### src/rtl/pll_reset_sequencer_pkg.sv
// Shared definitions for the PLL reset sequencer: state encoding and retry
// counter width. Optional feature macro: PLL_BYPASS_FALLBACK_EN adds BYPASS.
package pll_reset_sequencer_pkg;

  localparam int RETRY_W = 2;

  typedef enum logic [2:0] {
    PLL_RST   = 3'd0,
    WAIT_LOCK = 3'd1,
    STABLE    = 3'd2,
    RUN       = 3'd3,
    FAULT     = 3'd4
`ifdef PLL_BYPASS_FALLBACK_EN
    , BYPASS  = 3'd5
`endif
  } state_e;

endpackage

### src/rtl/pll_reset_sequencer_sync_2ff.sv
// sync_2ff: 1-bit two-flop synchronizer with async active-high reset to 0.
// Generic; usable for any asynchronous board input.
module sync_2ff (
  input  logic clk_i,
  input  logic rst_i,
  input  logic d_i,
  output logic q_o
);

  logic meta_q;
  logic sync_q;

  // Two back-to-back flops; only sync_q is safe to consume.
  always_ff @(posedge clk_i or posedge rst_i) begin
    if (rst_i) begin
      meta_q <= 1'b0;
      sync_q <= 1'b0;
    end else begin
      meta_q <= d_i;
      sync_q <= meta_q;
    end
  end

  assign q_o = sync_q;

endmodule

### src/rtl/pll_reset_sequencer.sv
// pll_reset_sequencer: drives iCE40 PLL RESETB/BYPASS from the 12 MHz reference,
// qualifies LOCK and holds sys_rst until lock has been stable, with timeout,
// bounded retry and lock-loss recovery.
// Optional feature macro: PLL_BYPASS_FALLBACK_EN (final failure enters BYPASS
// instead of FAULT and runs the design on the reference clock).
module pll_reset_sequencer
  import pll_reset_sequencer_pkg::*;
#(
  parameter int RESET_CYCLES  = 12,
  parameter int LOCK_TIMEOUT  = 1200,
  parameter int STABLE_CYCLES = 120,
  parameter int MAX_RETRIES   = 3,
  parameter int CNT_W         = 16
) (
  input  logic               clk_12MHz,
  input  logic               rst,
  input  logic               restart_req,
  input  logic               pll_lock,
  output logic               pll_resetb,
  output logic               pll_bypass,
  output logic               sys_rst,
  output logic               ready,
  output logic               fault,
  output logic               lock_lost,
  output logic [RETRY_W-1:0] retry_cnt
);

  localparam logic [CNT_W-1:0]   RST_LAST  = CNT_W'(RESET_CYCLES - 1);
  localparam logic [CNT_W-1:0]   LOCK_LAST = CNT_W'(LOCK_TIMEOUT - 1);
  localparam logic [CNT_W-1:0]   STAB_LAST = CNT_W'(STABLE_CYCLES - 1);
  localparam logic [RETRY_W-1:0] RETRY_MAX = RETRY_W'(MAX_RETRIES);

  state_e             state_q, state_d;
  logic [CNT_W-1:0]   cnt_q, cnt_d, cnt_inc;
  logic [RETRY_W-1:0] retry_q, retry_d, retry_inc;
  logic               lost_q, lost_d;
  logic               sys_rst_q, sys_rst_d;
  logic               fail;
  logic               lock_s;

  sync_2ff u_lock_sync (
    .clk_i (clk_12MHz),
    .rst_i (rst),
    .d_i   (pll_lock),
    .q_o   (lock_s)
  );

  assign cnt_inc   = (cnt_q == '1)   ? cnt_q   : cnt_q + CNT_W'(1);
  assign retry_inc = (retry_q == '1) ? retry_q : retry_q + RETRY_W'(1);

  // Next-state logic; restart_req is applied last so it overrides everything.
  always_comb begin
    state_d = state_q;
    retry_d = retry_q;
    lost_d  = lost_q;
    fail    = 1'b0;
    case (state_q)
      PLL_RST: begin
        if (cnt_q == RST_LAST) state_d = WAIT_LOCK;
      end
      WAIT_LOCK: begin
        if (lock_s)                  state_d = STABLE;
        else if (cnt_q == LOCK_LAST) fail    = 1'b1;
      end
      STABLE: begin
        if (!lock_s)                 fail    = 1'b1;
        else if (cnt_q == STAB_LAST) state_d = RUN;
      end
      RUN: begin
        // Lock loss in RUN is recovered, not counted as a failed attempt.
        if (!lock_s) begin
          lost_d  = 1'b1;
          retry_d = '0;
          state_d = PLL_RST;
        end
      end
      FAULT: ;
`ifdef PLL_BYPASS_FALLBACK_EN
      BYPASS: ;
`endif
      default: state_d = PLL_RST;
    endcase

    if (fail) begin
      retry_d = retry_inc;
      if (retry_inc == RETRY_MAX) begin
`ifdef PLL_BYPASS_FALLBACK_EN
        state_d = BYPASS;
`else
        state_d = FAULT;
`endif
      end else begin
        state_d = PLL_RST;
      end
    end

    if (restart_req) begin
      state_d = PLL_RST;
      retry_d = '0;
      lost_d  = 1'b0;
    end

    // A restart into PLL_RST from PLL_RST is not a state change but still restarts the count.
    cnt_d = (state_d != state_q || restart_req) ? '0 : cnt_inc;

    // sys_rst is registered from the next state so it drops on the edge entering RUN.
`ifdef PLL_BYPASS_FALLBACK_EN
    sys_rst_d = !(state_d == RUN || state_d == BYPASS);
`else
    sys_rst_d = (state_d != RUN);
`endif
  end

  // Sequencer state, phase counter, retry count, sticky lock-loss flag and sys_rst.
  always_ff @(posedge clk_12MHz or posedge rst) begin
    if (rst) begin
      state_q   <= PLL_RST;
      cnt_q     <= '0;
      retry_q   <= '0;
      lost_q    <= 1'b0;
      sys_rst_q <= 1'b1;
    end else begin
      state_q   <= state_d;
      cnt_q     <= cnt_d;
      retry_q   <= retry_d;
      lost_q    <= lost_d;
      sys_rst_q <= sys_rst_d;
    end
  end

  // PLL is only released from reset while an attempt is running or locked.
  assign pll_resetb = (state_q == WAIT_LOCK) || (state_q == STABLE) || (state_q == RUN);
  assign sys_rst    = sys_rst_q;
  assign lock_lost  = lost_q;
  assign retry_cnt  = retry_q;

`ifdef PLL_BYPASS_FALLBACK_EN
  assign pll_bypass = (state_q == BYPASS);
  assign ready      = (state_q == RUN)   || (state_q == BYPASS);
  assign fault      = (state_q == FAULT) || (state_q == BYPASS);
`else
  assign pll_bypass = 1'b0;
  assign ready      = (state_q == RUN);
  assign fault      = (state_q == FAULT);
`endif

endmodule
### config.mk
export PLATFORM = sky130hd
export DESIGN_NAME = pll_reset_sequencer
export DESIGN_NICKNAME = d
export VERILOG_FILES = /design/src/rtl/pll_reset_sequencer_pkg.sv /design/src/rtl/pll_reset_sequencer_sync_2ff.sv /design/src/rtl/pll_reset_sequencer.sv
export SDC_FILE = /design/constraint.sdc
export NUM_CORES = 1
export LEC_CHECK = 0
export CORE_ASPECT_RATIO = 0.9
export CORE_MARGIN = 2
export CORE_UTILIZATION = 32
export CTS_CLUSTER_DIAMETER = 80
export DETAILED_ROUTE_END_ITERATION = 8
export PLACE_DENSITY = 0.56
export SYNTH_ARGS = -nofsm -noshare
export SYNTH_HDL_FRONTEND = slang
export SYNTH_HIERARCHICAL = 1
export SYNTH_SLANG_ARGS = --single-unit
### constraint.sdc
create_clock -name clk_12MHz -period 1.8 [get_ports clk_12MHz]
set_input_delay 0.18 -clock clk_12MHz [delete_from_list [all_inputs] [get_ports clk_12MHz]]
set_output_delay 0.18 -clock clk_12MHz [all_outputs]
set_load 0.01 [all_outputs]
==> impl_metrics.env, run 1 <==
export IMPL_outcome="complete, no violations"
export IMPL_fmax_ghz=0.5593
export IMPL_synth_top_area_frac=0.3906
export IMPL_rsz0062_at_grt="yes"
export IMPL_critical_path_class="reg -> reg"
export IMPL_grt_ovfl_total=0
export IMPL_fin_ws_ps=11.93
export IMPL_yosysMostFrequentCell="dfrtp_1"
export IMPL_slew_violations=0
export IMPL_final_area_sq_mm=0.002017
export IMPL_nFillCells=458
export IMPL_cp_end_kind="register"
export IMPL_ant_nets=0
export IMPL_gp_congestion=0.8515
export IMPL_portBuffers=10
export IMPL_grt_max_degree=24
export IMPL_multi_input_area_sq_um=872.1
export IMPL_grtUsageTotal=0.1555
export IMPL_drc=0
export IMPL_dieArea_sq_mm=0.005377
export IMPL_final_seq_area_sq_um=630.6
export IMPL_met2_usage=0.2563
export IMPL_area_growth_pct=31.16
export IMPL_syn_num_nets=171
export IMPL_synthArstFlopShare=1.000
export IMPL_crit_fanout=6
export IMPL_cts_inserted_buffers=3
export IMPL_initial_core_util=0.3382
export IMPL_cts_buffer_depth=2
export IMPL_start_kind="register"
export IMPL_power_density_mw_per_mm2=478.3
export IMPL_skew_ps=7.525
export IMPL_min_path_type="in -> async"
export IMPL_placed_cell_area_sq_mm=0.001839
export IMPL_grt_pass1_wl_mm=6.768
export IMPL_comb_power_share=0.060
export IMPL_syn_avg_cell_area_sq_um=9.263
export IMPL_r2r_slack_ps=10
export IMPL_cts_sinks=25
export IMPL_synth_area_leader_cell="dfrtp_1"
export IMPL_yosysSeqAreaShare=0.4076
export IMPL_cp_data_required_time_ps=1970
export IMPL_wl_mm=4.049
export IMPL_cp_arrival_ps=1950
export IMPL_synth_edf_count=0
export IMPL_synth_common_cells="dfrtp_1 (24), a21oi_1 (12), nand3_1 (10), nor2_1 (9), nor4_1 (9)"
export IMPL_leakage_uw=0.0008775
export IMPL_total_power_uw=964.7
export IMPL_core_area_sq_mm=0.004547
export IMPL_vias=1464
export IMPL_power_frac_clock=0.349
export IMPL_grt_busiest_layer="met2"
export IMPL_power_frac_seq=0.591
export IMPL_cts_tree="built"
export IMPL_synth_area_leaders="dfrtp_1 (39%), a21oi_1 (3.9%), nor4_1 (3.7%)"
export IMPL_hold_violations=0
export IMPL_final_nets=210
export IMPL_yosysWarnings=6
export IMPL_post_route_period_util=0.9934
export IMPL_synth_area_sq_mm=0.001538
export IMPL_slowest_delay_ps=410
export IMPL_viasPerCell=5.504
export IMPL_post_route_min_period_ps=1788
export IMPL_maxCapViolations=0
export IMPL_first_pass_iters=4
export IMPL_cts_clk_slew_worst_paths_ps=80
export IMPL_antenna_found_initial=0
export IMPL_cts_root_buf="clkbuf_8"
export IMPL_detail_route_iter0_violations=51
export IMPL_io_pins=12
export IMPL_num_rows=23
export IMPL_dp_hpwl_mm=2.893
export IMPL_fp_dieW_microns=77.07
export IMPL_die_h_microns=69.77
export IMPL_switching_share=0.2266
export IMPL_n_antenna_cell=0
export IMPL_synth_distinct_cells=49
export IMPL_wire_per_inst_microns=15.22
export IMPL_slowest_stage="nor4_4"
export IMPL_drive_above_1_share=0.3137
export IMPL_syn_inst=166
export IMPL_path_cells="ha_2 > nand4_4 > nor4_4 > buf_4 > o21ai_2 > a2111oi_2"
export IMPL_synth_main_ff_cell="dfrtp_1"
export IMPL_vdd_drop_max_v=0.0002724
export IMPL_global_route_usage_met1=0.2046
export IMPL_synth_seq_cells=25
export IMPL_setup_viol=0
export IMPL_dpl_worst_slack_ps=-25.80
export IMPL_use_met3=0.03385
export IMPL_insertion_delay_ps=270
export IMPL_cts_htree_levels=1
export IMPL_grt_pass1_vias=1401
export IMPL_p_switching_uw=218.6
export IMPL_internal_power_uw=746.1
==> layer usage <==
metal | vias up | wire length [microns] | part of all wire
met1 | 736 | 1886 | 0.47
met4 | 0 | 40 | 0.0099
met5 | - | 0 | 0
met2 | 19 | 2004 | 0.49
met3 | 4 | 117 | 0.029
li1 | 705 | - | -
==> final timing paths <==
| kind | start | end | cells past startpoint |
|---|---|---|---|
| setup / recovery | cnt_q[1] | cnt_q[3] | 6 |
| hold / removal | rst | u_lock_sync/meta_q | 2 |
| setup reg to reg | cnt_q[1] | cnt_q[3] | 6 |
| hold reg to reg | u_lock_sync/meta_q | u_lock_sync/q_o | 0 |
| max in group asynchronous | rst | sys_rst | 3 |
| min in group clk_12MHz | pll_lock | u_lock_sync/meta_q | 1 |
==> per-stage QoR <==
step,instances,hold slack [ps],util,TNS (ps)
floorplan,166,-78.82,-,0
global placement,251,334.9,0.4045,0
detailed placement,251,345.1,0.4045,-25.80
CTS,259,81.85,0.4210,0
global route,266,98.03,0.4436,-207.8
finish,266,86.67,0.4436,0
==> registers in the layout, indices dropped and copies added (netlist names) <==
name                flops
lock_lost               1
sys_rst                 1
retry_cnt               2
u_lock_sync/meta_q      1
u_lock_sync/q_o         1
state_q                 3
cnt_q                  16
==> critical path: cells and delay by family (launching register included) <==
family          cells  cell delay, ps
simple gates        2             500
compound gates      2             400
flops               1             360
fa+ha+maj           1             210
buf+inv             1             210
==> logic make-up (layout without fill, tap and decap cells) <==
| kind of cell | count (synthesis) | in the layout | share of synthesized area |
|---|---|---|---|
| xor gates and xnor gates | 2 | 2 | 0.01139 |
| and+or+nand+nor | 78 | 78 | 0.3238 |
| buffers and inverters | 16 | 54 | 0.05451 |
| DFF | 25 | 25 | 0.4077 |
| muxes | 2 | 2 | 0.01302 |
| AOI/OAI and AO/OA | 41 | 41 | 0.1790 |
| other | 1 | 1 | 0.002439 |
| adders and majority gates | 1 | 1 | 0.008135 |
==> area by class of cell <==
cell class | count | share of cell area
Multi-Input combinational cell | 125 | 0.4324
Sequential cell | 25 | 0.3127
Timing Repair Buffer | 44 | 0.1830
Tap cell | 62 | 0.03846
Clock buffer | 4 | 0.02233
Inverter | 6 | 0.01117
==> cells in the final DEF, fill, tap and decap left out, types with 2 or more instances in the layout <==
cell	count
clkdlybuf4s50_1	8
a21o_1	3
nand4_1	4
clkbuf_8	3
o21bai_1	2
a211oi_1	2
or3_2	2
nor2_1	8
a2111oi_2	2
a21oi_1	12
nand2b_1	4
nand3_1	10
and4_1	4
nand2_1	7
dfrtp_1	21
buf_4	33
dfrtp_2	3
o21ai_0	6
and3_1	2
o31ai_1	3
or4_1	2
mux2i_1	2
nor4_2	4
or2_2	3
nor4_1	6
inv_1	6
and2_1	3
nor3_1	6
o21ai_1	4
==> power groups by stage <==
stage                     Sequential [uW]  Clock (uW)  Combinational (uW)
after floorplan                       579           0                32.4
after global placement                581           0                54.4
after detailed placement              581           0                55.7
after CTS                             570         354                55.9
after global routing                  571         372                65.1
final                                 570         337                58.1
==> repair_timing <==
item	in CTS	in global routing
setup buffers	4	7
resized for setup	2	12
hold buffers	0	0
setup endpoints to repair	2	14
pin swaps	2	6
Note: power is estimated with default switching activity, not from simulation.
==> run 2, diff against run 1 <==
RECOVER_POWER = 100   (was unset)
==> run 2 against run 1 <==
Fmax is essentially flat. Cell count stayed put. Critical path depth did not move. Register-to-register slack barely moved. Non-clock buffer count unchanged. Sequential share of layout area up 0.19 points. Critical path type unchanged. Largest cell class unchanged. Highest routed layer unchanged.
==> impl_metrics.env, run 2 (synthesized netlist as in run 1, its figures left out) <==
export IMPL_cts_sinks=25
export IMPL_slew_violations=0
export IMPL_cts_inserted_buffers=3
export IMPL_skew_ps=7.551
export IMPL_vias=1451
export IMPL_ff2ff_path_depth=6
export IMPL_fin_hold_ws_ps=217.2
export IMPL_fp_dieW_microns=77.07
export IMPL_multi_input_area_sq_um=869.6
export IMPL_cp_end_kind="register"
export IMPL_min_path_type="in -> async"
export IMPL_outcome="complete, no violations"
export IMPL_first_pass_iters=4
export IMPL_drive_above_1_share=0.2941
export IMPL_cts_htree_levels=1
export IMPL_antenna_found_initial=0
export IMPL_die_h_microns=69.77
export IMPL_n_antenna_cell=0
export IMPL_grtUsageTotal=0.1555
export IMPL_grt_pass1_wl_mm=6.768
export IMPL_dieArea_sq_mm=0.005377
export IMPL_critical_path_class="reg -> reg"
export IMPL_wire_per_inst_microns=15.17
export IMPL_dp_cells=251
export IMPL_layout_commonest_cell="buf_4"
export IMPL_largest_register="cnt_q"
export IMPL_cts_clk_slew_worst_paths_ps=80
export IMPL_post_route_min_period_ps=1789
export IMPL_power_density_mw_per_mm2=481.3
export IMPL_tightest_slew_ps=602.0
export IMPL_met2_usage=0.2563
export IMPL_fmax_ghz=0.5591
export IMPL_maxCapViolations=0
export IMPL_setup_viol=0
export IMPL_start_kind="register"
export IMPL_use_met3=0.03385
export IMPL_cts_root_buf="clkbuf_8"
export IMPL_grt_busiest_layer="met2"
export IMPL_ant_nets=0
export IMPL_nFillCells=459
export IMPL_gp_congestion=0.8515
export IMPL_viasPerCell=5.455
export IMPL_hold_violations=0
export IMPL_area_growth_pct=30.11
export IMPL_grt_pass1_vias=1401
export IMPL_grt_ovfl_total=0
export IMPL_cts_tree="built"
export IMPL_final_cell_count_no_fill=266
export IMPL_r2r_slack_ps=10
export IMPL_slew_headroom=0.5986
export IMPL_io_pins=12
export IMPL_fin_ws_ps=11.46
export IMPL_path_cells="ha_2 > nand4_4 > nor4_4 > buf_4 > o21ai_2 > a2111oi_2"
export IMPL_cts_hold_buf=0
export IMPL_final_nets=210
export IMPL_detail_route_iter0_violations=74
export IMPL_layout_common_cells="buf_4 (27), dfrtp_1 (22), a21oi_1 (12)"
export IMPL_post_route_period_util=0.9936
export IMPL_dp_hpwl_mm=2.893
export IMPL_cp_arrival_ps=1950
export IMPL_grt_max_degree=24
export IMPL_dpl_worst_slack_ps=-25.80
export IMPL_initial_core_util=0.3382
export IMPL_wl_mm=4.036
export IMPL_vdd_drop_max_v=0.0002727
export IMPL_insertion_delay_ps=270
export IMPL_leakage_uw=0.0008758
export IMPL_setup_tns_final_ps=0
export IMPL_drc=0
export IMPL_final_seq_area_sq_um=629.4
export IMPL_cts_buffer_depth=2
export IMPL_slowest_delay_ps=410
export IMPL_cp_data_required_time_ps=1970
export IMPL_core_area_sq_mm=0.004547
export IMPL_largest_register_ffs=16
export IMPL_crit_fanout=6
export IMPL_slowest_stage="nor4_4"
export IMPL_global_route_usage_met1=0.2046
export IMPL_rsz0062_at_grt="yes"
export IMPL_final_util=0.4400
export IMPL_portBuffers=10
export IMPL_num_rows=23
## run 2: through the flow
stage / power (uW) / area (sq um)
2_1_floorplan: 611.1 / 1538
5_1_grt: 1005 / 2001
6_report: 962.9 / 2001
3_3_place_gp: 635.3 / 1839
4_1_cts: 979.7 / 1914
3_5_place_dp: 636.6 / 1839
## run 2: power breakdown
| group | switching (uW) | internal [uW] | leakage [uW] |
|---|---|---|---|
| registers | 4.70 | 565 | 0.000337 |
| clock network | 178 | 159 | 0.0000228 |
| logic | 36.0 | 19.7 | 0.000516 |
## run 2: final timing paths
kind / from / endpoint
setup / recovery: cnt_q[1] / cnt_q[3]
hold / removal: rst / u_lock_sync/meta_q
max in group asynchronous: rst / cnt_q[4]
min in group clk_12MHz: u_lock_sync/meta_q / u_lock_sync/q_o
setup reg to reg: cnt_q[1] / cnt_q[3]
hold reg to reg: u_lock_sync/meta_q / u_lock_sync/q_o
## run 2: layer usage
| layer | vias up | share of wire | wire length, microns |
|---|---|---|---|
| li1 | 700 | - | - |
| met4 | 0 | 0.0099 | 40 |
| met5 | - | 0 | 0 |
| met2 | 18 | 0.49 | 1987 |
| met3 | 4 | 0.027 | 110 |
| met1 | 729 | 0.47 | 1897 |
## run 2: cell type report
type,instances,share of cell area
sequential,25,0.3146
inverter,6,0.01126
timing repair buffer,44,0.1782
tap,62,0.03877
multi-input combinational,125,0.4346
clock buffer,4,0.02251
## run 2: critical path: cells and delay by family (launching register included)
kind                       cells  cell delay [ps]
buffers and inverters          1              210
and+or+nand+nor                2              500
DFF                            1              360
adders and majority gates      1              210
AOI/OAI and AO/OA              2              400
## run 2: what timing repair did
item                                    in CTS  in global routing
gates cloned                                 0                  0
setup buffers                                4                  7
endpoints found under the setup margin       2                 14
pin swaps                                    2                  6
gates resized for setup                      2                 12
